<file path="config.mk">
export PLATFORM = sky130hd
export DESIGN_NAME = disp_source_sched
export DESIGN_NICKNAME = d
export VERILOG_FILES = /design/src/rtl/disp_source_sched.sv
export SDC_FILE = /design/constraint.sdc
export NUM_CORES = 1
export LEC_CHECK = 0
export BUFFER_PORTS_ARGS = -buffer_cell sky130_fd_sc_hd__buf_2
export CAP_MARGIN = 30
export CORE_MARGIN = 2
export CORE_UTILIZATION = 51
export DETAILED_ROUTE_END_ITERATION = 10
export PLACE_DENSITY = 0.76
export SETUP_SLACK_MARGIN = 0.1
export SYNTH_ARGS = -nofsm -noshare
export SYNTH_HDL_FRONTEND = slang
export SYNTH_SLANG_ARGS = --single-unit
</file>
<file path="constraint.sdc">
create_clock -name clk -period 1.8 [get_ports clk]
set_input_delay 0.09 -clock clk [delete_from_list [all_inputs] [get_ports clk]]
set_output_delay 0.09 -clock clk [all_outputs]
set_load 0.05 [all_outputs]
</file>
<file path="src/rtl/disp_source_sched.sv">
// Display source scheduler: picks timer, held score or flashing score for the shared
// 3-digit BCD display, scrubs invalid nibbles and drives the blank control.
module disp_source_sched #(
    parameter int unsigned TICK_DIV = 50000,
    parameter int unsigned HOLD_MS  = 1000,
    parameter int unsigned FLASH_MS = 500
) (
    input  logic        clk,
    input  logic        reset,
    input  logic [11:0] time_bcd,
    input  logic [11:0] score_bcd,
    input  logic        hit_pulse,
    input  logic        game_over,
    output logic [11:0] bcd,
    output logic        blank,
    output logic [1:0]  src,
    output logic        bcd_err
);

    localparam int unsigned DivW   = (TICK_DIV > 1) ? $clog2(TICK_DIV) : 1;
    localparam int unsigned HoldW  = $clog2(HOLD_MS + 1);
    localparam int unsigned FlashW = $clog2(FLASH_MS + 1);

    localparam logic [DivW-1:0]   DivLast   = DivW'(TICK_DIV - 1);
    localparam logic [HoldW-1:0]  HoldLoad  = HoldW'(HOLD_MS);
    localparam logic [FlashW-1:0] FlashLoad = FlashW'(FLASH_MS);

    typedef enum logic [1:0] {
        StTimer   = 2'd0,
        StScore   = 2'd1,
        StOverOn  = 2'd2,
        StOverOff = 2'd3
    } state_e;

    state_e            state_q, state_d;
    logic [DivW-1:0]   div_q, div_d;
    logic [HoldW-1:0]  hold_q, hold_d;
    logic [FlashW-1:0] flash_q, flash_d;
    logic [11:0]       bcd_q, bcd_d;
    logic              err_q, err_d;
    logic              tick;
    logic              nib_bad;
    logic [11:0]       sel;

    assign tick = (div_q == DivLast);

    always_comb begin
        state_d = state_q;
        hold_d  = hold_q;
        flash_d = flash_q;
        div_d   = tick ? '0 : div_q + 1'b1;

        unique case (state_q)
            StTimer: begin
                if (game_over) begin
                    state_d = StOverOn;
                    flash_d = FlashLoad;
                end else if (hit_pulse) begin
                    state_d = StScore;
                    hold_d  = HoldLoad;
                end
            end
            StScore: begin
                if (game_over) begin
                    state_d = StOverOn;
                    flash_d = FlashLoad;
                    hold_d  = '0;
                end else if (hit_pulse) begin
                    hold_d = HoldLoad;
                end else if (tick) begin
                    if (hold_q == HoldW'(1)) begin
                        state_d = StTimer;
                        hold_d  = '0;
                    end else begin
                        hold_d = hold_q - 1'b1;
                    end
                end
            end
            StOverOn, StOverOff: begin
                if (!game_over) begin
                    state_d = StTimer;
                    flash_d = '0;
                end else if (tick) begin
                    if (flash_q == FlashW'(1)) begin
                        state_d = (state_q == StOverOn) ? StOverOff : StOverOn;
                        flash_d = FlashLoad;
                    end else begin
                        flash_d = flash_q - 1'b1;
                    end
                end
            end
            default: state_d = StTimer;
        endcase

        // Output follows the state being entered, so it lands one edge after the cause.
        sel     = (state_d == StTimer) ? time_bcd : score_bcd;
        bcd_d   = '0;
        nib_bad = 1'b0;
        for (int i = 0; i < 3; i++) begin
            if (sel[4*i +: 4] > 4'd9) begin
                nib_bad = 1'b1;
            end else begin
                bcd_d[4*i +: 4] = sel[4*i +: 4];
            end
        end
        err_d = err_q | nib_bad;
    end

    always_ff @(posedge clk) begin
        if (!reset) begin
            state_q <= StTimer;
            div_q   <= '0;
            hold_q  <= '0;
            flash_q <= '0;
            bcd_q   <= '0;
            err_q   <= 1'b0;
        end else begin
            state_q <= state_d;
            div_q   <= div_d;
            hold_q  <= hold_d;
            flash_q <= flash_d;
            bcd_q   <= bcd_d;
            err_q   <= err_d;
        end
    end

    assign bcd     = bcd_q;
    assign src     = state_q;
    assign blank   = (state_q == StOverOff);
    assign bcd_err = err_q;

endmodule

</file>
Word level (Yosys, flattened, before mapping)
Cells that the tools add are included.

operators by class
  bitwise operators = 2
  $add $sub $neg = 3
  mux-type cells = 27
  equality and inequality tests = 11
  order comparisons = 3
  reductions and logical operators = 11

operators by type and width
  kind                                                   count
  2-to-1 mux 10 bit                                      6
  2-to-1 mux 9 bit                                       4
  case mux 10 bit (2 select lines)                       1
  2-to-1 mux 2 bit                                       9
  case mux 9 bit (2 select lines)                        1
  adder 16 x 1 -> 16 bit (second input constant)         1
  equality test 16 bit (second input constant)           1
  > comparator 4 bit (second input constant)             3
  2-to-1 mux 12 bit                                      1
  OR reduction 2 bit                                     6
  equality test 10 x 1 -> 1 bit (second input constant)  1
  subtractor 10 x 1 -> 10 bit (second input constant)    1
  equality test 9 x 1 -> 1 bit (second input constant)   1
  subtractor 9 x 1 -> 9 bit (second input constant)      1
  case mux 2 bit (3 select lines)                        1
  equality test 2 bit (second input constant)            2
  zero test 2 bit                                        2
  2-to-1 mux 1 bit                                       4
  != test 2 bit (second input constant)                  2
  != test 4 bit (second input constant)                  1
  AND reduction 4 bit                                    1
  != test 3 bit (second input constant)                  1
  equality test 2 x 1 -> 1 bit (second input constant)   1
  != test 2 x 1 -> 1 bit (second input constant)         1
  4 further kinds                                        4

word-level totals
  flip-flop bits (word level) = 50
  logic and storage cells = 65

Depth between registers and ports, before layout
  word-level depth = 13
  depth in mapped cells = 7
  mapped depth without buffers = 7

Least setup slack after synthesis
No wires, ideal clock.

  kind = reg-to-reg
  start = register hold_q[0]
  end = register err_q, in the netlist bcd_err
  setup slack = -191 ps
  period minus slack after synthesis = 1991 ps
  stages on the path, launching flop included = 6
  library setup time = 121 ps
  data arrival time = 1871 ps
  data required time = 1679 ps
  cells stage by stage = dfxtp_1 ha_1 nor4b_1 nand3_1 o41ai_4 mux2_2

between the ends
  word-level cells in the longest chain between the ends = 13
  elaborated cells between the ends (all ways) = 15
  those cells by class = 3 x order compare; 1 x eq/ne; 9 x mux; 1 x bitwise; 1 x reduce/logical

ends and longest elaborated chain
  element                            line  source
  start: declaration                 37    logic [HoldW-1:0] hold_q, hold_d;
  start signal: assignment           120   hold_q <= hold_d;
  equality test 10 x 1 -> 1 bit *    71    if (hold_q == HoldW'(1)) begin
  2-to-1 mux 2 bit *                 71
  2-to-1 mux 2 bit *                 70    end else if (tick) begin
  2-to-1 mux 2 bit *                 68    end else if (hit_pulse) begin
  2-to-1 mux 2 bit *                 64    if (game_over) begin
  case mux 2 bit (3 select lines) *  53    unique case (state_q)
  zero test 2 bit *                  96    sel = (state_d == StTimer) ? time_bcd : score_bcd;
  2-to-1 mux 12 bit *                96
  > comparator 4 bit                 100   if (sel[4*i +: 4] > 4'd9) begin
  2-to-1 mux 1 bit (2 in series)     100
  2-to-1 mux 1 bit *                 100
  bitwise OR 1 bit *                 106   err_d = err_q | nib_bad;
  end signal: assignment             123   err_q <= err_d;
  end: declaration                   40    logic err_q, err_d;

Mark *: on every way between the ends. The rest lies on a longest branch, timed or not.
A chain may end at the register's enable or synchronous reset.

Final worst setup path
  start = register div_q[12]
  end = register hold_q[1]

between the ends
  word-level cells in the longest chain between the ends = 3

ends and longest elaborated chain
  element                        line  source
  start: declaration             36    logic [DivW-1:0] div_q, div_d;
  start signal: assignment       119   div_q <= div_d;
  equality test 16 bit           45    assign tick = (div_q == DivLast);
  != test 4 bit (no line)        n/a
  AND reduction 4 bit (no line)  n/a

No other way between the ends.

==> summary.txt <==
Status
  – Status: finished with violations
  – Failing checks: setup timing

Floorplanning
  – Die W: roughly 78 um
  – # rows: 27
  – Io pins: 44
  – Die H: 78.3 um
  – Starting Density: 0.521
  – Placeable Area: 5410 um2
  – Die ar.: 6140 um2

Route
  – # DRC: 0
  – WL/cell: 16.4 um
  – DR pass1 iterations: 4
  – Initial DRC count: 160
  – Routed Antenna Nets: 0
  – Final wirelength: 8150 um
  – Via-to-Cell Ratio: 5.89
  – Vias: 2935

Final layout
  – Final Util: 0.722
  – Fin nets: between 400 and 500
  – Cell area after layout: approximately 3900 um2
  – Diodes inserted: 0
  – Area growth, synth to finish: 38.5%
  – Fraction of layout cells with a size suffix above 1: 0.408

Clock network
  – Worst skew pair latency: 0.32 ns
  – H-tree Lvls: 2
  – CTS Buf Count: 5
  – Clk buf depth: 2
  – Reg clk slew, reported paths: 0.11 ns
  – CTS tree: yes
  – Root buf cell: clkbuf_8
  – Clock Sinks: 50
  – Hold Buf Count CTS: 0

Timing
  – Worst setup margin: -0.0456 ns
  – Hold slack: 0.0201 ns
  – Worst-margin pin slew: 0.593 ns
  – Fmax: 0.542 GHz
  – Final setup vio count: 11
  – Final Slew Violations: 0
  – Period utilization: 1.03
  – Clock Skews: 0.0153 ns
  – Fin. Hold Viols: 0
  – Max-slew headroom: 0.604
  – Tmin final: about 1.8 ns
  – Unrepaired setup endpoints after global routing: true

GRT
  – Global-route wire length before repair: between 10000 and 15000 um
  – Total GRT Usage: 0.256
  – Grt ovf: 0
  – Busiest layer in global routing: met2
  – Met1 Usage GRT: 0.305
  – Vias in the first global route: approximately 2900
  – Met2 Resource Use GR: 0.451
  – GR Util met3: 0.0414
  – Initial antenna violation count: 0
  – Largest net degree at the start of global routing: 27

Synthesis
  – EDFF count, synth: 0
  – Syn Area/Cell: 8.62 um2
  – Dominant cells by area after synthesis: dfxtp_1 (36%), nand3_1 (5.7%), mux2i_1 (4.3%), nand3b_1 (3.7%), xor2_1 (3.7%)
  – Synth warn: 0
  – Register area share after synthesis: 0.355
  – Post-synth top cells: dfxtp_1 (50), nand3_1 (32), nor2_1 (27)
  – Ys async rst share: 0
  – Synthesized Nets: 360
  – Main synth FF type: dfxtp_1
  – Unique cell type count in the Yosys netlist: 58
  – Post-Syn Area: 2820 um2
  – Leading area contributor after synthesis: dfxtp_1
  – Yosys top cell area share: 0.355
  – Yosys reg bits: 50
  – Most common cell in the netlist: dfxtp_1
  – Post-synthesis cell count: 327

Setup path
  – Arrival @ worst endpoint: ~2.1 ns
  – Required time of the critical path: 2.03 ns
  – Crit-path max FO: 4
  – Worst Path Class, Setup: flip-flop to flip-flop
  – Crit path capture type: flip-flop
  – Critical path launch point type: flip-flop

Place
  – DPL Wire Length: around 5200 um
  – Input/output buffers: 43
  – Placed cell area: 3400 um2
  – Final GP Congestion: 0.921

Power and ir drop
  – Leakage: 0.00160 uW
  – Pwr per Cell Area: 649 nW/um2
  – VDD IR max: 0.690 mV

Worst hold path
  – Worst Hold Class: input port to flip-flop

Flow run
  – Max_cap viols: 0
[cells in the final DEF, fill, tap and decap left out, types with 3 or more instances in the layout]
cell type,n
a21oi_2,6
buf_2,43
and3_2,3
and3_1,6
and2_1,3
nand3_1,29
xor2_1,12
a21oi_1,12
o22ai_1,3
dfxtp_2,10
nand4_1,8
o21ai_0,16
nor2_1,25
nand2_1,19
nand3b_1,14
clkbuf_8,6
dfxtp_1,40
mux2i_1,12
nand3_4,3
and3_4,3
o41a_1,3
inv_1,9
buf_6,10
o32ai_1,3
nor3_1,7
buf_4,51
ha_1,3
[stage by stage]
step	power [uW]	cells	worst slack, ns	setup TNS, ns
detailed placement	1740	475	-0.155	-1.83
global route	2630	498	-0.129	-1.99
CTS	2480	490	-0.00864	-0.00864
global placement	1720	475	-0.0953	-0.945
finish	2530	498	-0.0456	-0.213
floorplan	1560	327	-0.0949	-1.04
[worst paths after layout]
path                            depth (start not counted)         to   startpoint  slack [ns]
worst max register to register                          7  hold_q[1]    div_q[12]       -0.05
worst min-delay path                                    3     bcd[0]  time_bcd[0]        0.02
worst max-delay path                                    7  hold_q[1]    div_q[12]       -0.05
worst min register to register                          1     src[0]       src[0]        0.49
[layout make-up]
| type | instances | area [um2] |
|---|---|---|
| clock buffers | 6 | 82.6 |
| clock inverters | 2 | 16.3 |
| fillers | 408 | 1500 |
| inverters | 11 | 55.1 |
| multi-input cells | 252 | 1920 |
| flip-flops and latches | 50 | 1010 |
| well taps | 72 | 90.1 |
| repair buffers | 105 | 731 |
[cells by family (layout without fill, tap and decap cells)]
logic type                 Yosys count  count (layout)  share of synthesized area
muxes                               13              13                     0.0466
buffers and inverters               25             124                     0.0599
adders and majority gates            5               5                     0.0222
xor gates and xnor gates            14              14                     0.0435
and+or+nand+nor                    144             144                      0.283
AOI/OAI and AO/OA                   76              76                      0.189
DFF                                 50              50                      0.355
[routing by layer]
| metal | vias up | wire [um] |
|---|---|---|
| met2 | 101 | 4250 |
| met1 | 1402 | 3330 |
| met3 | 17 | 375 |
| li1 | 1415 | - |
| met4 | 0 | 197 |
| met5 | - | 0 |
[flip-flops by register name (all words and copies together) (netlist names)]
name,flops
hold_q,10
div_q,16
src,2
bcd,12
bcd_err,1
flash_q,9
[worst max-delay path, stage by stage, from the launching register on]
cell and delay [ns]:
dfxtp_2 0.35, nor4_4 0.30, and3_4 0.28, nand4_1 0.15, buf_4 0.20, buf_6 0.12, a211o_1 0.26, a21oi_2 0.12
[where the power goes]
part / total [uW] / internal [uW] / switching, uW
combinational: 590 / 245 / 344
sequential: 1210 / 1160 / 50.7
clock: 731 / 317 / 413
[what timing repair did]
item,in CTS,in global routing
buffers inserted,7,8
setup endpoints to repair,30,33
resized for setup,36,34
pin swaps,16,19
No activity file was read; power rests on OpenSTA's default activity.
